==> config.mk <==
export PLATFORM = sky130hd
export DESIGN_NAME = gpio_in_conditioner
export DESIGN_NICKNAME = d
export VERILOG_FILES = /design/src/rtl/gpio_in_conditioner.sv
export SDC_FILE = /design/constraint.sdc
export NUM_CORES = 1
export LEC_CHECK = 0
export CAP_MARGIN = 5
export CORE_MARGIN = 3
export CORE_UTILIZATION = 36
export CTS_BUF_LIST = sky130_fd_sc_hd__clkbuf_2 sky130_fd_sc_hd__clkbuf_4 sky130_fd_sc_hd__clkbuf_8
export CTS_CLUSTER_SIZE = 40
export DETAILED_ROUTE_END_ITERATION = 8
export RECOVER_POWER = 25
export SKIP_LAST_GASP = 1
export SLEW_MARGIN = 40
export SYNTH_ARGS = -nofsm -noshare
export SYNTH_HDL_FRONTEND = slang
export SYNTH_SLANG_ARGS = --single-unit
==> constraint.sdc <==
create_clock -name HCLK -period 1.5 [get_ports HCLK]
set_input_delay 0.375 -clock HCLK [delete_from_list [all_inputs] [get_ports HCLK]]
set_output_delay 0.375 -clock HCLK [all_outputs]
set_load 0.03 [all_outputs]
==> src/rtl/gpio_in_conditioner.sv <==
// Purpose : synchronise, debounce and parity-extend raw GPIO pad inputs for the AHB GPIO block.
// Latency : capture edge k -> GPIOIN at k+1+DB_CYCLES (debounce built), k+2 (debounce not built).
// Backpressure: none; GPIOIN is a level bus valid every cycle and CHANGE pulses are not held.
//
// Optional feature macro: GPIO_IN_DEBOUNCE_EN
//   defined   -> per-bit debounce counters are built and DB_CYCLES applies.
//   undefined -> no counters; the stable level follows the synchroniser every edge.
//
// Ports:
//   HCLK        clock; every state update is on its rising edge
//   HRESET      synchronous active-high reset
//   PIN_IN      raw asynchronous pad levels, WIDTH bits
//   PARITYSEL   parity mode (0 = even, 1 = odd), quasi-static
//   GPIOIN      {parity, debounced level}; parity makes the total ones count match PARITYSEL
//   CHANGE      one-cycle pulse per bit on the edge where that bit's debounced level changes
//   CHANGE_ANY  OR of CHANGE

module gpio_in_conditioner #(
    parameter int WIDTH     = 16,
    parameter int DB_CYCLES = 4
) (
    input  logic             HCLK,
    input  logic             HRESET,
    input  logic [WIDTH-1:0] PIN_IN,
    input  logic             PARITYSEL,
    output logic [WIDTH:0]   GPIOIN,
    output logic [WIDTH-1:0] CHANGE,
    output logic             CHANGE_ANY
);

    // Legal DB_CYCLES is 1..255; the counter width below is sized from it
    // and a value outside that range has no meaningful debounce behaviour.
    if ((DB_CYCLES < 1) || (DB_CYCLES > 255)) begin : g_db_cycles_out_of_range
    end

    // ------------------------------------------------------------------
    // Two-flop synchroniser. sync1 is the metastability-exposed stage and
    // must not be used by anything except sync2.
    // ------------------------------------------------------------------
    logic [WIDTH-1:0] sync1;
    logic [WIDTH-1:0] sync2;

    always_ff @(posedge HCLK) begin
        if (HRESET) begin
            sync1 <= '0;
            sync2 <= '0;
        end else begin
            sync1 <= PIN_IN;
            sync2 <= sync1;
        end
    end

    // ------------------------------------------------------------------
    // Stable level and change pulse, next-state computed below per build.
    // ------------------------------------------------------------------
    logic [WIDTH-1:0] st_q;
    logic [WIDTH-1:0] st_d;
    logic [WIDTH-1:0] chg_q;
    logic [WIDTH-1:0] chg_d;

`ifdef GPIO_IN_DEBOUNCE_EN
    // Counter holds the number of consecutive samples that disagreed with
    // st_q so far; it never exceeds DB_CYCLES-1, so there is no wrap.
    localparam int            CW       = $clog2(DB_CYCLES + 1);
    localparam logic [CW-1:0] CNT_LAST = CW'(DB_CYCLES - 1);

    logic [CW-1:0] cnt_q [WIDTH];
    logic [CW-1:0] cnt_d [WIDTH];

    always_comb begin
        st_d  = st_q;
        chg_d = '0;
        for (int i = 0; i < WIDTH; i++) begin
            cnt_d[i] = cnt_q[i];
            if (sync2[i] == st_q[i]) begin
                // Any agreeing sample discards a partial run, so a short
                // excursion never accumulates across bounces.
                cnt_d[i] = '0;
            end else if (cnt_q[i] == CNT_LAST) begin
                // This is the DB_CYCLES-th consecutive differing sample.
                st_d[i]  = sync2[i];
                cnt_d[i] = '0;
                chg_d[i] = 1'b1;
            end else begin
                cnt_d[i] = cnt_q[i] + CW'(1);
            end
        end
    end

    always_ff @(posedge HCLK) begin
        if (HRESET) begin
            for (int i = 0; i < WIDTH; i++) begin
                cnt_q[i] <= '0;
            end
        end else begin
            for (int i = 0; i < WIDTH; i++) begin
                cnt_q[i] <= cnt_d[i];
            end
        end
    end
`else
    // No filtering: the stable level is simply one more register stage
    // behind the synchroniser, and every difference is reported.
    always_comb begin
        st_d  = sync2;
        chg_d = sync2 ^ st_q;
    end
`endif

    always_ff @(posedge HCLK) begin
        if (HRESET) begin
            st_q  <= '0;
            chg_q <= '0;
        end else begin
            st_q  <= st_d;
            chg_q <= chg_d;
        end
    end

    // ------------------------------------------------------------------
    // Outputs. Parity is combinational so a PARITYSEL change is visible in
    // the same cycle without waiting for an edge.
    // ------------------------------------------------------------------
    assign GPIOIN     = {(^st_q) ^ PARITYSEL, st_q};
    assign CHANGE     = chg_q;
    assign CHANGE_ANY = |chg_q;

endmodule

==> flow_results.xml, run 1 <==
<?xml version="1.0" encoding="UTF-8"?>
<metrics>
  <group name="run_status">
    <metric name="failing_checks" unit="">negative setup slack</metric>
    <metric name="outcome" unit="">finished with violations</metric>
  </group>
  <group name="clock_tree">
    <metric name="htree_num_levels" unit="">3</metric>
    <metric name="tritoncts.num_buffers" unit="">9</metric>
    <metric name="post-cts-setup-buffers" unit="">0</metric>
    <metric name="worst_skew_pair.late_latency" unit="ns">0.33</metric>
    <metric name="cts_tree" unit="">done</metric>
    <metric name="cts_buffer_depth" unit="">2</metric>
    <metric name="cts_root_buffer" unit="">clkbuf_8</metric>
    <metric name="clk_transition_reported_paths" unit="ns">0.06</metric>
    <metric name="cts_sinks" unit="">64</metric>
  </group>
  <group name="placed_design">
    <metric name="place_worst_setup_slack" unit="ns">-0.794</metric>
    <metric name="rd_place_congestion" unit="">0.676</metric>
    <metric name="io_buffer_count" unit="">52</metric>
    <metric name="post-dp-hpwl" unit="um">2690</metric>
  </group>
  <group name="logic_synthesis">
    <metric name="synth_area_per_cell" unit="um^2">11.6</metric>
    <metric name="synth_seq_cells" unit="">64</metric>
    <metric name="synth.yosys.warnings" unit="">0</metric>
    <metric name="number_of_nets_produced_by_synthesis" unit="">190</metric>
    <metric name="synthTopCellsByArea" unit="">dfxtp_1 (64%), nor2b_1 (15%), xnor2_1 (12%), nor2_1 (3.0%), clkbuf_1 (1.3%)</metric>
    <metric name="top_cell_types_by_occurrence_after_synthesis" unit="">dfxtp_1 (64), nor2b_1 (48), xnor2_1 (28), nor2_1 (16), clkbuf_1 (7)</metric>
    <metric name="post-synth-top-area-fraction" unit="%">64.3</metric>
    <metric name="postSynth.topFlopCell" unit="">dfxtp_1</metric>
    <metric name="synth-edff-count" unit="">0</metric>
    <metric name="synth_seq_area_share" unit="%">64.3</metric>
    <metric name="netlist-cell-type-count" unit="">10</metric>
    <metric name="synth.largest_area_cell" unit="">dfxtp_1</metric>
    <metric name="async_flop_share" unit="%">0</metric>
    <metric name="post_syn_area" unit="um^2">1990</metric>
    <metric name="synth_most_common_cell" unit="">dfxtp_1</metric>
    <metric name="gate_count_post_synth" unit="">171</metric>
  </group>
  <group name="worst_setup_path">
    <metric name="crit_fanout" unit="">2</metric>
    <metric name="end_kind" unit="">primary output</metric>
    <metric name="crit_path_dat" unit="ns">1.79</metric>
    <metric name="timing.setup.critical_path_class" unit="">register to primary output</metric>
    <metric name="cpPeakStageDelay" unit="ns">0.50</metric>
    <metric name="required" unit="ns">1.12</metric>
    <metric name="critical_path.slowest_cell" unit="">xnor3_2</metric>
    <metric name="crit_path_start_kind" unit="">register</metric>
    <metric name="r2r_setup_slack" unit="ns">0.66</metric>
    <metric name="r2r_cells" unit="">3</metric>
    <metric name="timing.critical_path.cells" unit="">xnor2_2, xnor2_1, xnor3_2, xnor2_4, buf_6</metric>
    <metric name="crit-reg2reg-launch" unit="">st_q[0]</metric>
    <metric name="worst_r2r_endpoint" unit="">CHANGE[0]</metric>
  </group>
  <group name="drt">
    <metric name="routedWlPerCell" unit="um">11.3</metric>
    <metric name="firstDrtPassIters" unit="">2</metric>
    <metric name="violation_count_after_the_first_detailed_route_iteration" unit="">21</metric>
    <metric name="dr_total_vias" unit="">1332</metric>
    <metric name="drt_wl_total" unit="um">3690</metric>
    <metric name="vias_per_cell" unit="">4.07</metric>
    <metric name="drc_errors" unit="">0</metric>
    <metric name="postRouteAntennaNets" unit="">0</metric>
  </group>
  <group name="hold_path">
    <metric name="min_to" unit="">st_d[0]</metric>
    <metric name="whs_path_cells" unit="">1</metric>
    <metric name="timing.hold.worst.class" unit="">register to register</metric>
    <metric name="timing.hold.worst.start" unit="">sync1[0]</metric>
  </group>
  <group name="die">
    <metric name="num_rows" unit="">26</metric>
    <metric name="initial_util" unit="%">38.0</metric>
    <metric name="placeableCoreArea" unit="um^2">5240</metric>
    <metric name="die_h" unit="um">80.4</metric>
    <metric name="die_area" unit="um^2">6460</metric>
    <metric name="die-width" unit="um">80.4</metric>
    <metric name="ioPinCount" unit="">53</metric>
  </group>
  <group name="timing">
    <metric name="finalSetupViolations" unit="">2</metric>
    <metric name="max_clock_freq" unit="MHz">462</metric>
    <metric name="worst-slew-pin-transition" unit="ns">0.722</metric>
    <metric name="number_of_failing_hold_endpoints_at_the_final_stage" unit="">0</metric>
    <metric name="final.period_utilization" unit="%">144</metric>
    <metric name="layout_skew" unit="ns">0.00509</metric>
    <metric name="fin_worst_hold_slack" unit="ns">0.433</metric>
    <metric name="final_critical_path_setup_slack" unit="ns">-0.663</metric>
    <metric name="fin_setup_tns" unit="ns">-0.904</metric>
    <metric name="final_max_slew_viol_count" unit="">0</metric>
    <metric name="grt_setup_unrepaired" unit="">true</metric>
    <metric name="min_period" unit="ns">2.16</metric>
    <metric name="max-slew-margin-rel" unit="%">51.9</metric>
  </group>
  <group name="grt">
    <metric name="wire_length_of_the_first_global_routing_pass" unit="um">6060</metric>
    <metric name="via_count_of_the_first_global_routing_pass" unit="">1328</metric>
    <metric name="grt.overflow.total" unit="">0</metric>
    <metric name="track_usage" unit="%">12.9</metric>
    <metric name="grt_max_degree" unit="">27</metric>
    <metric name="number_of_antenna_violations_at_the_first_check_in_global_routing" unit="">0</metric>
  </group>
  <group name="pwr">
    <metric name="ir_worst_vdd" unit="mV">0.641</metric>
    <metric name="p_total" unit="mW">3.58</metric>
    <metric name="p_leak" unit="nW">1.25</metric>
    <metric name="pwr_density_cell" unit="nW/um^2">1180</metric>
  </group>
  <group name="layout">
    <metric name="n_antenna_cell" unit="">0</metric>
    <metric name="drive_gt1_share" unit="%">33.9</metric>
    <metric name="fillers" unit="">456</metric>
    <metric name="finalNetCount" unit="">271</metric>
    <metric name="seq_area" unit="um^2">1310</metric>
    <metric name="multi_input_area" unit="um^2">762</metric>
    <metric name="area_growth_syn_to_layout" unit="%">52.1</metric>
  </group>
  <group name="run">
    <metric name="drv_cap" unit="">0</metric>
  </group>
</metrics>
[through the flow]
step | instance area (um^2) | util, % | std cells
floorplan | 2070 | - | 171
CTS | 3050 | 58.2 | 327
detailed placement | 2840 | 54.1 | 311
global route | 3030 | 57.9 | 327
global placement | 2840 | 54.1 | 311
finish | 3030 | 57.9 | 327
[placed cells by master, fill, tap and decap left out]
master and instances:
xnor2_1 22, dfxtp_2 4, xnor2_2 6, clkdlybuf4s15_1 7, clkbuf_8 10, clkbuf_4 5, xnor3_2 1, xor2_2 1
clkinv_2 1, dfxtp_1 54, nor4_2 2, dfxtp_4 6, buf_6 2, buf_12 2, nor2b_1 48, dlygate4sd2_1 2
clkbuf_2 1, nor2_1 16, clkdlybuf4s15_2 8, buf_4 35, clkdlybuf4s50_1 17, nand4_1 1, clkbuf_1 1, nor4_1 2
buf_2 2, xnor2_4 1
[registers in the layout (all words and copies together), names as in the netlist]
register	count
CHANGE	16
st_d	16
st_q	16
sync1	16
[cell type report]
class                      count  area share, %
timing repair buffer          77           22.8
clock buffer                  15           5.78
clock inverter                 1          0.165
tap                           70           2.89
sequential                    64           43.2
multi-input combinational    100           25.1
[critical path, delay by kind of cell (launching register included)]
family	cells	cell delay, ns
XOR/XNOR	4	0.97
flip-flops	1	0.35
buffers and inverters	1	0.15
[report_power, final]
group | switching [mW] | internal, mW
Combinational | 0.220 | 0.258
Sequential | 0.0364 | 1.76
Clock | 0.564 | 0.736
[worst max-delay path by stage]
stage                    from         end  slack, ns  cells after the start
finish                st_q[3]  GPIOIN[16]      -0.66                      5
global route          st_q[3]  GPIOIN[16]      -0.74                      5
CTS                   st_q[3]  GPIOIN[16]      -0.70                      5
detailed placement  PARITYSEL  GPIOIN[16]      -0.79                      6
global placement    PARITYSEL  GPIOIN[16]      -0.79                      6
floorplan             st_q[4]  GPIOIN[16]      -0.30                      4
[per-layer routing]
layer | wire length [um] | vias up | GRT usage (%)
li1 | - | 688 | -
met1 | 1440 | 594 | 13.2
met2 | 1920 | 38 | 22.0
met3 | 228 | 12 | 4.04
met4 | 106 | 0 | 9.63
met5 | 0 | - | 0
[cell families (layout without fill, tap and decap cells)]
| kind of cell | count (synthesis) | in the layout | synth area share (%) |
|---|---|---|---|
| xor+xnor | 31 | 31 | 14.7 |
| flops | 64 | 64 | 64.3 |
| simple gates | 69 | 69 | 19.7 |
| buf+inv | 7 | 93 | 1.32 |
[what timing repair did]
action | CTS | global route
setup endpoints to repair | 21 | 11
gates resized for setup | 52 | 11
hold buffers | 0 | 0
cloned | 0 | 0
pin swaps | 5 | 0
Power figures use the tool's default switching activity.
==> run 2: changes to the inputs <==
Settings changed: CORE_MARGIN 3 to not set.
==> run 2 against run 1 <==
Against the previous run:
- the flow still finishes with violations (negative setup slack)
- setup slack better by 0.0084 ns
- critical path depth unchanged
- critical path type unchanged
- sequential share of layout area up 0.23 points
- critical endpoint unchanged
- fmax rose by 0.39%
- total power is 8.5% higher
==> flow_results.xml, run 2 (synthesis gave the netlist of run 1 again) <==
<?xml version="1.0" encoding="UTF-8"?>
<metrics>
  <group name="drt">
    <metric name="drt_wl_total" unit="um">3380</metric>
    <metric name="violation_count_after_the_first_detailed_route_iteration" unit="">44</metric>
    <metric name="postRouteAntennaNets" unit="">0</metric>
    <metric name="routedWlPerCell" unit="um">10.3</metric>
    <metric name="dr_total_vias" unit="">1318</metric>
    <metric name="drc_errors" unit="">0</metric>
    <metric name="vias_per_cell" unit="">4.03</metric>
    <metric name="firstDrtPassIters" unit="">2</metric>
  </group>
  <group name="worst_setup_path">
    <metric name="crit_path_dat" unit="ns">1.78</metric>
    <metric name="r2r_cells" unit="">3</metric>
    <metric name="crit_path_start_kind" unit="">register</metric>
    <metric name="worst_setup_path_endpoint" unit="">GPIOIN[16]</metric>
    <metric name="end_kind" unit="">primary output</metric>
    <metric name="required" unit="ns">1.12</metric>
    <metric name="critPathLaunch" unit="">st_q[8]</metric>
    <metric name="worst_r2r_endpoint" unit="">CHANGE[13]</metric>
    <metric name="crit_fanout" unit="">2</metric>
    <metric name="timing.setup.critical_path_class" unit="">register to primary output</metric>
    <metric name="r2r_setup_slack" unit="ns">0.67</metric>
    <metric name="crit-reg2reg-launch" unit="">st_q[13]</metric>
  </group>
  <group name="clock_tree">
    <metric name="clk_transition_reported_paths" unit="ns">0.06</metric>
    <metric name="cts_buffer_depth" unit="">2</metric>
    <metric name="tritoncts.num_buffers" unit="">9</metric>
    <metric name="cts_sinks" unit="">64</metric>
    <metric name="postCtsHoldBufs" unit="">0</metric>
    <metric name="htree_num_levels" unit="">3</metric>
    <metric name="worst_skew_pair.late_latency" unit="ns">0.33</metric>
    <metric name="cts_tree" unit="">done</metric>
    <metric name="cts_root_buffer" unit="">clkbuf_8</metric>
  </group>
  <group name="timing">
    <metric name="final_critical_path_setup_slack" unit="ns">-0.654</metric>
    <metric name="final_max_slew_viol_count" unit="">0</metric>
    <metric name="number_of_failing_hold_endpoints_at_the_final_stage" unit="">0</metric>
    <metric name="max-slew-margin-rel" unit="%">21.8</metric>
    <metric name="worst-slew-pin-transition" unit="ns">1.17</metric>
    <metric name="fin_setup_tns" unit="ns">-0.864</metric>
    <metric name="final.period_utilization" unit="%">144</metric>
    <metric name="layout_skew" unit="ns">0.00605</metric>
    <metric name="min_period" unit="ns">2.15</metric>
    <metric name="fin_worst_hold_slack" unit="ns">0.434</metric>
    <metric name="finalSetupViolations" unit="">2</metric>
    <metric name="grt_setup_unrepaired" unit="">true</metric>
    <metric name="max_clock_freq" unit="MHz">464</metric>
  </group>
  <group name="grt">
    <metric name="grt.overflow.total" unit="">0</metric>
    <metric name="wire_length_of_the_first_global_routing_pass" unit="um">5730</metric>
    <metric name="via_count_of_the_first_global_routing_pass" unit="">1267</metric>
    <metric name="number_of_antenna_violations_at_the_first_check_in_global_routing" unit="">0</metric>
    <metric name="track_usage" unit="%">13.2</metric>
    <metric name="grt_max_degree" unit="">65</metric>
  </group>
  <group name="layout">
    <metric name="finalNetCount" unit="">271</metric>
    <metric name="postLayoutCellArea" unit="um^2">3010</metric>
    <metric name="mostFrequentLayoutCells" unit="">dfxtp_1 (54), nor2b_1 (48), buf_4 (35), xnor2_1 (23)</metric>
    <metric name="layout_commonest_cell" unit="">dfxtp_1</metric>
    <metric name="n_antenna_cell" unit="">0</metric>
    <metric name="drive_gt1_share" unit="%">34.6</metric>
    <metric name="area_growth_syn_to_layout" unit="%">51.3</metric>
    <metric name="finalNonFillerCells" unit="">327</metric>
  </group>
  <group name="pwr">
    <metric name="p_leak" unit="nW">1.28</metric>
    <metric name="ir_worst_vdd" unit="mV">0.648</metric>
    <metric name="pwr_density_cell" unit="nW/um^2">1290</metric>
  </group>
  <group name="run_status">
    <metric name="outcome" unit="">finished with violations</metric>
    <metric name="failing_checks" unit="">negative setup slack</metric>
  </group>
  <group name="placed_design">
    <metric name="placement.cell_area" unit="um^2">2820</metric>
    <metric name="post-dp-hpwl" unit="um">2400</metric>
    <metric name="post-place-cells" unit="">311</metric>
    <metric name="io_buffer_count" unit="">52</metric>
    <metric name="rd_place_congestion" unit="">0.722</metric>
  </group>
  <group name="die">
    <metric name="placeableCoreArea" unit="um^2">5200</metric>
    <metric name="die_h" unit="um">76.4</metric>
    <metric name="die-width" unit="um">76.4</metric>
    <metric name="num_rows" unit="">26</metric>
    <metric name="ioPinCount" unit="">53</metric>
    <metric name="die_area" unit="um^2">5830</metric>
    <metric name="initial_util" unit="%">38.3</metric>
  </group>
  <group name="hold_path">
    <metric name="whs_path_cells" unit="">1</metric>
    <metric name="timing.hold.worst.class" unit="">register to register</metric>
  </group>
  <group name="run">
    <metric name="drv_cap" unit="">0</metric>
  </group>
</metrics>
[run 2: cell count changes in the layout (fill, tap and decap cells not counted), sizes merged]
cell           change
dlymetal6s2s       +1
dlygate4sd2        +3
clkdlybuf4s50      -1
clkdlybuf4s18      +1
bufinv             +2
clkbuf             +1
clkdlybuf4s15      -8
buf                +1
[run 2: worst min-delay path by stage]
| stage | start | endpoint | slack (ns) |
|---|---|---|---|
| after global placement | sync1[15] | st_d[15] | 0.42 |
| after global routing | sync1[1] | st_d[1] | 0.45 |
| after floorplan | sync1[0] | st_d[0] | 0.41 |
| after CTS | sync1[0] | st_d[0] | 0.44 |
| final | sync1[0] | st_d[0] | 0.43 |
| after detailed placement | sync1[0] | st_d[0] | 0.42 |
[run 2: final cells by class]
class | instances | area (um^2)
clock buffers | 13 | 160
clock inverters | 3 | 65.1
fillers | 450 | 2190
multi-input cells | 100 | 754
flip-flops and latches | 64 | 1310
well taps | 70 | 87.6
repair buffers | 77 | 638
[run 2: routing by layer]
layer | share of wire (%) | GRT usage [%] | routed length, um | vias up
li1 | - | - | - | 689
met4 | 2.2 | 10.4 | 74 | 0
met2 | 50 | 21.3 | 1680 | 37
met5 | 0 | 0 | 0 | -
met3 | 4.5 | 4.19 | 152 | 9
met1 | 44 | 14.4 | 1470 | 583
[run 2: repair_timing]
item                       in CTS  in global routing
resized for setup              56                 17
setup endpoints to repair      23                 13
pin swaps                       5                  3
buffers inserted                0                  0
[run 2: where the power goes]
| group | switching (mW) | total [mW] | internal, mW |
|---|---|---|---|
| Sequential | 0.0351 | 1.80 | 1.76 |
| Combinational | 0.216 | 0.465 | 0.248 |
| Clock | 0.584 | 1.62 | 1.03 |
[run 2: stage by stage]
stage / utilization, % / worst slack [ns] / power (mW)
3_5_place_dp: 54.1 / -0.796 / 2.31
5_1_grt: 57.9 / -0.717 / 4.04
6_report: 57.9 / -0.654 / 3.88
2_1_floorplan: - / -0.301 / 2.12
4_1_cts: 59.0 / -0.695 / 3.94
3_3_place_gp: 54.1 / -0.792 / 2.31
[run 2: worst max-delay path, cell delays in order (launching register included)]
cell and delay (ns):
dfxtp_2 0.33, xnor2_2 0.21, xnor2_2 0.14, xnor3_2 0.49, xnor2_4 0.15, buf_6 0.15
